**src/rtl/lbm_run_scheduler_if.sv**
```systemverilog
// rtl/lbm_run_scheduler_if.sv - host/solver/DMA signal bundle for the LBM run scheduler
interface lbm_run_scheduler_if #(
    parameter int STEP_WIDTH     = 32,
    parameter int INTERVAL_WIDTH = 16
);
    logic                      start;
    logic                      abort;
    logic [STEP_WIDTH-1:0]     num_steps;
    logic [INTERVAL_WIDTH-1:0] dump_interval;
    logic                      solver_step_done;
    logic                      axis_tvalid;
    logic                      axis_tready;
    logic                      axis_tlast;
    logic                      solver_en;
    logic [STEP_WIDTH-1:0]     solver_step;
    logic                      dma_start;
    logic                      busy;
    logic                      done;
    logic [INTERVAL_WIDTH-1:0] frame_count;
    logic                      error;

    // Host / environment side
    modport master (
        output start, abort, num_steps, dump_interval, solver_step_done,
        output axis_tvalid, axis_tready, axis_tlast,
        input  solver_en, solver_step, dma_start, busy, done, frame_count, error
    );

    // Scheduler side
    modport slave (
        input  start, abort, num_steps, dump_interval, solver_step_done,
        input  axis_tvalid, axis_tready, axis_tlast,
        output solver_en, solver_step, dma_start, busy, done, frame_count, error
    );
endinterface

```
**src/rtl/lbm_run_scheduler.sv**
```systemverilog
// rtl/lbm_run_scheduler.sv - run sequencer pausing the LBM solver for periodic DMA frame dumps
// Optional DMA watchdog enabled by defining LBM_SCHED_TIMEOUT_EN.
module lbm_run_scheduler #(
    parameter int STEP_WIDTH     = 32,
    parameter int INTERVAL_WIDTH = 16,
    parameter int TIMEOUT_CYCLES = 65535
) (
    input  logic                   clk,
    input  logic                   rst,
    lbm_run_scheduler_if.slave     bus
);
    typedef enum logic [2:0] {
        S_IDLE, S_RUN, S_DUMP, S_WAIT_DMA, S_FINISH
    } state_t;

    state_t                    state_q;
    logic [STEP_WIDTH-1:0]     num_steps_q;
    logic [STEP_WIDTH-1:0]     solver_step_q;
    logic [INTERVAL_WIDTH-1:0] interval_q;
    logic [INTERVAL_WIDTH-1:0] since_dump_q;
    logic [INTERVAL_WIDTH-1:0] frame_count_q;
    logic                      solver_en_q;
    logic                      dma_start_q;
    logic                      busy_q;
    logic                      done_q;
    logic                      abort_pend_q;
`ifdef LBM_SCHED_TIMEOUT_EN
    logic [31:0]               timer_q;
    logic                      error_q;
`endif

    logic [STEP_WIDTH-1:0]     step_inc;
    logic [INTERVAL_WIDTH-1:0] since_inc;
    logic                      last;
    logic                      due;
    logic                      beat;

    always_comb begin
        step_inc  = solver_step_q + STEP_WIDTH'(1);
        since_inc = since_dump_q + INTERVAL_WIDTH'(1);
        last      = (step_inc == num_steps_q);
        due       = (interval_q != '0) && (since_inc == interval_q);
        beat      = bus.axis_tvalid && bus.axis_tready && bus.axis_tlast;
    end

    always_ff @(posedge clk or negedge rst) begin
        if (!rst) begin
            state_q       <= S_IDLE;
            num_steps_q   <= '0;
            solver_step_q <= '0;
            interval_q    <= '0;
            since_dump_q  <= '0;
            frame_count_q <= '0;
            solver_en_q   <= 1'b0;
            dma_start_q   <= 1'b0;
            busy_q        <= 1'b0;
            done_q        <= 1'b0;
            abort_pend_q  <= 1'b0;
`ifdef LBM_SCHED_TIMEOUT_EN
            timer_q       <= '0;
            error_q       <= 1'b0;
`endif
        end else begin
            dma_start_q <= 1'b0;
            case (state_q)
                S_IDLE: begin
                    done_q <= 1'b0;
                    if (bus.start && !bus.abort) begin
                        num_steps_q   <= bus.num_steps;
                        interval_q    <= bus.dump_interval;
                        solver_step_q <= '0;
                        since_dump_q  <= '0;
                        frame_count_q <= '0;
                        busy_q        <= 1'b1;
`ifdef LBM_SCHED_TIMEOUT_EN
                        error_q       <= 1'b0;
`endif
                        // Zero-length runs enter FINISH with done low; it is raised a cycle later.
                        if (bus.num_steps == '0) begin
                            state_q <= S_FINISH;
                        end else begin
                            state_q     <= S_RUN;
                            solver_en_q <= 1'b1;
                        end
                    end
                end
                S_RUN: begin
                    if (bus.abort) begin
                        state_q     <= S_IDLE;
                        solver_en_q <= 1'b0;
                        busy_q      <= 1'b0;
                    end else if (bus.solver_step_done) begin
                        solver_step_q <= step_inc;
                        // A dump on the final sweep takes priority; FINISH follows the frame.
                        if (due) begin
                            since_dump_q <= '0;
                            state_q      <= S_DUMP;
                            solver_en_q  <= 1'b0;
                        end else begin
                            since_dump_q <= since_inc;
                            if (last) begin
                                state_q     <= S_FINISH;
                                solver_en_q <= 1'b0;
                                done_q      <= 1'b1;
                            end
                        end
                    end
                end
                S_DUMP: begin
                    if (bus.abort) begin
                        state_q <= S_IDLE;
                        busy_q  <= 1'b0;
                    end else begin
                        dma_start_q  <= 1'b1;
                        abort_pend_q <= 1'b0;
                        state_q      <= S_WAIT_DMA;
`ifdef LBM_SCHED_TIMEOUT_EN
                        timer_q      <= '0;
`endif
                    end
                end
                S_WAIT_DMA: begin
                    if (beat) begin
                        frame_count_q <= frame_count_q + INTERVAL_WIDTH'(1);
                        abort_pend_q  <= 1'b0;
                        if (abort_pend_q || bus.abort) begin
                            state_q <= S_IDLE;
                            busy_q  <= 1'b0;
                        end else if (solver_step_q == num_steps_q) begin
                            state_q <= S_FINISH;
                            done_q  <= 1'b1;
                        end else begin
                            state_q     <= S_RUN;
                            solver_en_q <= 1'b1;
                        end
                    end else begin
                        // Abort must not truncate a frame in flight, so it is held until tlast.
                        if (bus.abort) begin
                            abort_pend_q <= 1'b1;
                        end
`ifdef LBM_SCHED_TIMEOUT_EN
                        if (timer_q == 32'(TIMEOUT_CYCLES - 1)) begin
                            error_q      <= 1'b1;
                            abort_pend_q <= 1'b0;
                            state_q      <= S_IDLE;
                            busy_q       <= 1'b0;
                        end else begin
                            timer_q <= timer_q + 32'd1;
                        end
`endif
                    end
                end
                S_FINISH: begin
                    if (done_q || bus.abort) begin
                        state_q <= S_IDLE;
                        done_q  <= 1'b0;
                        busy_q  <= 1'b0;
                    end else begin
                        done_q <= 1'b1;
                    end
                end
                default: begin
                    state_q     <= S_IDLE;
                    solver_en_q <= 1'b0;
                    busy_q      <= 1'b0;
                    done_q      <= 1'b0;
                end
            endcase
        end
    end

    assign bus.solver_en   = solver_en_q;
    assign bus.solver_step = solver_step_q;
    assign bus.dma_start   = dma_start_q;
    assign bus.busy        = busy_q;
    assign bus.done        = done_q;
    assign bus.frame_count = frame_count_q;
`ifdef LBM_SCHED_TIMEOUT_EN
    assign bus.error       = error_q;
`else
    assign bus.error       = 1'b0;
`endif
endmodule

```
**src/flat_wrapper.sv**
```systemverilog
// flat-port wrapper written by rule: the top's interface ports become plain ports
module lbm_run_scheduler_flat 
#(
    parameter int STEP_WIDTH     = 32,
    parameter int INTERVAL_WIDTH = 16,
    parameter int TIMEOUT_CYCLES = 65535
)
  (clk, rst, bus_start, bus_abort, bus_num_steps, bus_dump_interval, bus_solver_step_done, bus_axis_tvalid, bus_axis_tready, bus_axis_tlast, bus_solver_en, bus_solver_step, bus_dma_start, bus_busy, bus_done, bus_frame_count, bus_error);
  lbm_run_scheduler_if #(.STEP_WIDTH(STEP_WIDTH), .INTERVAL_WIDTH(INTERVAL_WIDTH)) bus_i ();
  input  logic clk;
  input  logic rst;
  input wire logic [$bits(bus_i.start)-1:0] bus_start;
  input wire logic [$bits(bus_i.abort)-1:0] bus_abort;
  input wire logic [$bits(bus_i.num_steps)-1:0] bus_num_steps;
  input wire logic [$bits(bus_i.dump_interval)-1:0] bus_dump_interval;
  input wire logic [$bits(bus_i.solver_step_done)-1:0] bus_solver_step_done;
  input wire logic [$bits(bus_i.axis_tvalid)-1:0] bus_axis_tvalid;
  input wire logic [$bits(bus_i.axis_tready)-1:0] bus_axis_tready;
  input wire logic [$bits(bus_i.axis_tlast)-1:0] bus_axis_tlast;
  output wire logic [$bits(bus_i.solver_en)-1:0] bus_solver_en;
  output wire logic [$bits(bus_i.solver_step)-1:0] bus_solver_step;
  output wire logic [$bits(bus_i.dma_start)-1:0] bus_dma_start;
  output wire logic [$bits(bus_i.busy)-1:0] bus_busy;
  output wire logic [$bits(bus_i.done)-1:0] bus_done;
  output wire logic [$bits(bus_i.frame_count)-1:0] bus_frame_count;
  output wire logic [$bits(bus_i.error)-1:0] bus_error;
  assign bus_i.start = bus_start;
  assign bus_i.abort = bus_abort;
  assign bus_i.num_steps = bus_num_steps;
  assign bus_i.dump_interval = bus_dump_interval;
  assign bus_i.solver_step_done = bus_solver_step_done;
  assign bus_i.axis_tvalid = bus_axis_tvalid;
  assign bus_i.axis_tready = bus_axis_tready;
  assign bus_i.axis_tlast = bus_axis_tlast;
  assign bus_solver_en = bus_i.solver_en;
  assign bus_solver_step = bus_i.solver_step;
  assign bus_dma_start = bus_i.dma_start;
  assign bus_busy = bus_i.busy;
  assign bus_done = bus_i.done;
  assign bus_frame_count = bus_i.frame_count;
  assign bus_error = bus_i.error;
  lbm_run_scheduler #(.STEP_WIDTH(STEP_WIDTH), .INTERVAL_WIDTH(INTERVAL_WIDTH), .TIMEOUT_CYCLES(TIMEOUT_CYCLES)) u_core (.clk(clk), .rst(rst), .bus(bus_i));
endmodule
```
**config.mk**
```make
export PLATFORM = sky130hd
export DESIGN_NAME = lbm_run_scheduler_flat
export DESIGN_NICKNAME = d
export VERILOG_FILES = /design/src/rtl/lbm_run_scheduler_if.sv /design/src/rtl/lbm_run_scheduler.sv /design/src/flat_wrapper.sv
export SDC_FILE = /design/constraint.sdc
export NUM_CORES = 1
export LEC_CHECK = 0
export BUFFER_PORTS_ARGS = -buffer_cell sky130_fd_sc_hd__buf_2
export CAP_MARGIN = 25
export CORE_AREA = 2 2 149 151
export CTS_BUF_LIST = sky130_fd_sc_hd__clkbuf_8
export CTS_CLUSTER_SIZE = 12
export DETAILED_ROUTE_END_ITERATION = 8
export DIE_AREA = 0 0 151 153
export GPL_ROUTABILITY_DRIVEN = 0
export PLACE_DENSITY_LB_ADDON = 0.08
export SKIP_LAST_GASP = 1
export SLEW_MARGIN = 20
export SYNTH_ARGS = -nofsm -noshare
export SYNTH_HDL_FRONTEND = slang
export SYNTH_SLANG_ARGS = --single-unit
```
**constraint.sdc**
```tcl
create_clock -name clk -period 5.7 [get_ports clk]
set_input_delay 0.57 -clock clk [delete_from_list [all_inputs] [get_ports clk]]
set_output_delay 0.57 -clock clk [all_outputs]
set_load 0.1 [all_outputs]
```
## Word-level counts from Yosys, hierarchy flattened

Cells that the tools add are included.

- Bits in registers: 120
- Input port bits: 56
- Output and inout bits: 53
- Word-level logic and storage cells: 117

- $add $sub $neg: 3
- Equal/unequal tests: 24
- Mux-type cells: 54
- Bitwise operators: 2
- Reductions and logical operators: 23

Operators by type and width:

| cell | count |
|---|---|
| $mux 32 | 3 |
| $mux 16 | 5 |
| $eq 32x32->1 | 2 |
| $pmux 16 s2 | 2 |
| $pmux 32 s2 | 1 |
| $add 16x1->16 const B | 2 |
| $add 32x1->32 const B | 1 |
| $logic_not 32->1 | 1 |
| $mux 3 | 10 |
| $mux 1 | 27 |
| $eq 16x16->1 | 1 |
| $reduce_and 8->1 | 2 |
| $reduce_bool 16->1 | 1 |
| $pmux 3 s5 | 1 |
| $ne 2x1->1 const B | 7 |
| $ne 2x2->1 const B | 7 |
| $pmux 1 s4 | 3 |
| $reduce_and 5->1 | 2 |
| $eq 3x2->1 const B | 2 |
| $reduce_and 3->1 | 2 |
| $reduce_bool 2->1 | 3 |
| $logic_and 1x1->1 | 4 |
| $ne 4x2->1 const B | 1 |
| $reduce_and 4->1 | 1 |
| other kinds (12) | 15 |

## Longest topological paths before layout

- Depth after elaboration: 7
- Mapped depth: 13
- Mapped depth without buffers: 9

## Least setup slack after synthesis

OpenSTA, ideal clock, no wires.

- Path type: reg2reg
- Start: reg u_core.solver_step_q[1], in the netlist u_core.bus.solver_step[1]
- End: reg u_core.done_q, in the netlist u_core.bus.done
- Library setup time: 87 ps
- Data arrival time: 3515 ps
- Required time: 5613 ps
- Setup slack: 2098 ps
- Cell stages (with the launch flop): 11
- Path buffers: 1
- Clock period less this slack: 3602 ps
- Path through: dfrtp_1 > ha_1 > clkbuf_1 > nand3_1 > nor4_4 > a31oi_1 > nor4_1 > nand4_1 > or4_4 > nand2b_1 > a211oi_2

- Longest elaborated chain between the ends: 4
- Elaborated cells between the ends (all ways): 6
- Those cells by class: 1 x add/sub; 4 x eq/ne; 1 x reduce/logical

Ends and longest elaborated chain:

| item | RTL line | RTL |
|---|---|---|
| start, declared | lbm_run_scheduler.sv:18 | `logic [STEP_WIDTH-1:0] solver_step_q;` |
| start signal, assigned | lbm_run_scheduler.sv:93 | `solver_step_q <= step_inc;` |
| $add 32x1->32 | lbm_run_scheduler.sv:39 | `step_inc = solver_step_q + STEP_WIDTH'(1);` |
| $eq 32x32->1 | lbm_run_scheduler.sv:41 | `last = (step_inc == num_steps_q);` |
| $ne 2x1->1 (no source line) | n/a |  |
| $reduce_and 8->1 (no source line) (*) | n/a |  |
| end signal, assigned | lbm_run_scheduler.sv:57 | `done_q <= 1'b0;` |
| end signal, assigned | lbm_run_scheduler.sv:67 | `done_q <= 1'b0;` |
| end signal, assigned | lbm_run_scheduler.sv:104 | `done_q <= 1'b1;` |
| end, declared | lbm_run_scheduler.sv:25 | `logic done_q;` |

Every way passes the cells marked *; elsewhere a longest branch is shown, timed or not.
A chain may end at the register's enable or synchronous reset.

## Final worst setup path

- Start: reg u_core.solver_step_q[0], in the netlist u_core.bus.solver_step[0]
- End: reg u_core.done_q, in the netlist u_core.bus.done

The elaborated chain is that of the path after synthesis.

==> results_dict.tcl <==
set metrics [dict create \
    outcome "finished clean" \
    ctsLongestPathBuffers 2 \
    worstSetupPathType "flip-flop to flip-flop" \
    h-tree-depth 4 \
    leakagePower_nw 3.82 \
    cts_sinks 120 \
    fmax_mhz 282 \
    ys_ff_latch 120 \
    p_seq_frac 0.401 \
    dieHeight_um 153 \
    post_cts.repair.setup_buffers 0 \
    worstReg2RegStart "u_core.bus.solver_step[0]" \
    hold_slack_ns 0.214 \
    drv_slew 0 \
    worst_r2r_path_depth 9 \
    swShare 0.429 \
    fillers 2261 \
    dr.pass1.iters 5 \
    grt_pass1_wl_um 36700 \
    fin_crit_sh 0.622 \
    min-delay-path-class "primary input to async pin" \
    rrSetupSlack_ns 2.15 \
    ios 109 \
    syn_avg_cell_area_um2 8.15 \
    vias 6786 \
    grt_max_degree 72 \
    setup_viol 0 \
    overflow 0 \
    rsz0062_at_grt "false" \
    syn-cell-area_um2 7400 \
    drtIter0Drc 454 \
    synth_edf_count 0 \
    timing.rr.end "u_core.bus.done" \
    post_cts_resized 0 \
    p_sw_mw 1.45 \
    hold_buffers 0 \
    syn_to_final_growth_pct 14.2 \
    relSlewSlack 0.402 \
    row_count 54 \
    yosysWarnings 0 \
    cp-startpoint "u_core.bus.solver_step[0]" \
    clockRootBuffer "clkbuf_8" \
    async_reset_ff_frac 1.00 \
    endpoint_kind "flip-flop" \
    worstSkewPairLatency_ns 0.45 \
    critPathArrivalTime_ns 3.91 \
    fin_setup_tns_ns 0 \
    synth_ff_type "dfrtp_1" \
    die-area_um2 23100 \
    seq_area_um2 3000 \
    power.internal_mw 1.92 \
    synth.distinct_cells 67 \
    cp_max_fo 12 \
    antenna_found_initial 0 \
    pwr_density_cell_nw_per_um2 398 \
    worstMarginPinSlew_ns 0.889 \
    start_kind "flip-flop" \
    start_util 0.344 \
    mostFrequentLayoutCells "nand2_1, dfrtp_1, buf_2, o21ai_0, nor2_1" \
    wl_per_cell_um 18.1 \
    synth.yosys.seq_area_share 0.406 \
    cts_tree "done" \
    layout_min_cycle_time_ns 3.55 \
    multiInputGateArea_um2 4090 \
    p_comb_frac 0.381 \
    layout-drive-gt1-share 0.163 \
    clk_pin_slew_ns 0.08 \
    wirelength_um 23000 \
    drc 0 \
    p_total_mw 3.37 \
    syn_nets 967 \
    vias_per_cell 5.34 \
    hpwl_um 16600 \
    final_antenna_net_count 0 \
    cts_buffers 17 \
    crit_required_ns 6.06 \
    port_buffers 107 \
    finalNetCount 1037 \
    die_x_um 151 \
    grt_pass1_vias 6493 \
    clock_skew_ns 0.0139 \
    netlist_instances 908 \
    pwr-share-clk 0.218 \
    core_area_um2 21500 \
    grt_usage 0.205 \
    antenna_cells 0 \
    layout_commonest_cell "nand2_1" \
    hold_violations 0 \
    max-cap-violations 0 \
    peakVddDrop_uv 177 \
]
-- cell usage after synthesis, types with 7 or more instances --
master	instances	area, um^2
nand2_1	213	800
dfrtp_1	120	3000
clkbuf_1	53	199
o21ai_0	51	255
nor2_1	48	180
xnor2_1	44	385
nand3_1	39	195
a21oi_1	34	170
nand4_1	34	213
xor2_1	33	289
nor4_1	28	175
a31oi_1	18	113
nor3_1	18	90.1
inv_1	17	63.8
and3_1	13	81.3
nand2b_1	11	68.8
a211oi_1	9	67.6
or3_1	9	56.3
and4_1	7	61.3
mux2i_1	7	70.1
o211ai_1	7	52.6
-- critical path, cell delays in order, from the launching register on --
cell	delay, ns
dfrtp_1	0.57
ha_1	0.41
nand3_1	0.39
nor4_4	0.55
a31oi_1	0.15
nor4_1	0.34
nand4_1	0.14
or4_4	0.54
nand2b_1	0.19
a211oi_2	0.17
-- worst max path at each step --
stage	to	cells past startpoint	slack (ns)
2_1_floorplan	u_core.bus.done	10	2.10
3_3_place_gp	u_core.bus.done	9	2.29
3_5_place_dp	u_core.bus.done	9	2.21
4_1_cts	u_core.bus.done	9	2.17
5_1_grt	u_core.bus.done	9	1.89
6_report	u_core.bus.done	9	2.15
-- layout make-up --
type / count / area share
flip-flops and latches: 120 / 0.355
multi-input cells: 709 / 0.484
clock buffers: 20 / 0.0326
clock inverters: 11 / 0.00977
inverters: 17 / 0.00755
repair buffers: 113 / 0.0690
well taps: 280 / 0.0415
-- cell families (layout without fill, tap and decap cells) --
| group | Yosys count | after routing | synth area share |
|---|---|---|---|
| multiplexers | 9 | 9 | 0.0125 |
| AND/OR/NAND/NOR | 460 | 460 | 0.307 |
| flip-flops | 120 | 120 | 0.406 |
| buffers and inverters | 79 | 161 | 0.0416 |
| adder cells (fa/ha/maj) | 4 | 4 | 0.00643 |
| XOR/XNOR | 78 | 78 | 0.0942 |
| other | 1 | 1 | 0.000507 |
| AO/OA/AOI/OAI | 157 | 157 | 0.131 |
-- power groups by stage --
stage | logic, mW | clock network [mW] | registers, mW
2_1_floorplan | 0.870 | 0 | 1.41
4_1_cts | 1.28 | 0.758 | 1.35
3_5_place_dp | 1.28 | 0 | 1.37
3_3_place_gp | 1.28 | 0 | 1.36
6_report | 1.28 | 0.734 | 1.35
5_1_grt | 1.42 | 0.798 | 1.39
-- through the flow --
| step | util | area, um^2 | setup slack, ns | std cells |
|---|---|---|---|---|
| global placement | 0.376 | 8080 | 2.29 | 1238 |
| CTS | 0.393 | 8440 | 2.17 | 1269 |
| finish | 0.393 | 8450 | 2.15 | 1270 |
| global route | 0.393 | 8450 | 1.89 | 1270 |
| floorplan | - | 7400 | 2.10 | 908 |
| detailed placement | 0.376 | 8080 | 2.21 | 1238 |
-- per-layer routing --
metal	up-vias	track usage	routed length, um
met5	-	0	0
met4	0	0.0752	566
met3	43	0.0379	1030
met2	179	0.310	10500
met1	3228	0.291	10900
li1	3336	-	-
-- registers in the layout, indices dropped and copies added, names as in the netlist --
register                flops
u_core.since_dump_q        16
u_core.abort_pend_q         1
u_core.interval_q          16
u_core.state_q              3
u_core.bus.solver_step     32
u_core.bus.dma_start        1
u_core.num_steps_q         32
u_core.bus.solver_en        1
u_core.bus.frame_count     16
u_core.bus.done             1
u_core.bus.busy             1
(Power assumes the default switching activity.)
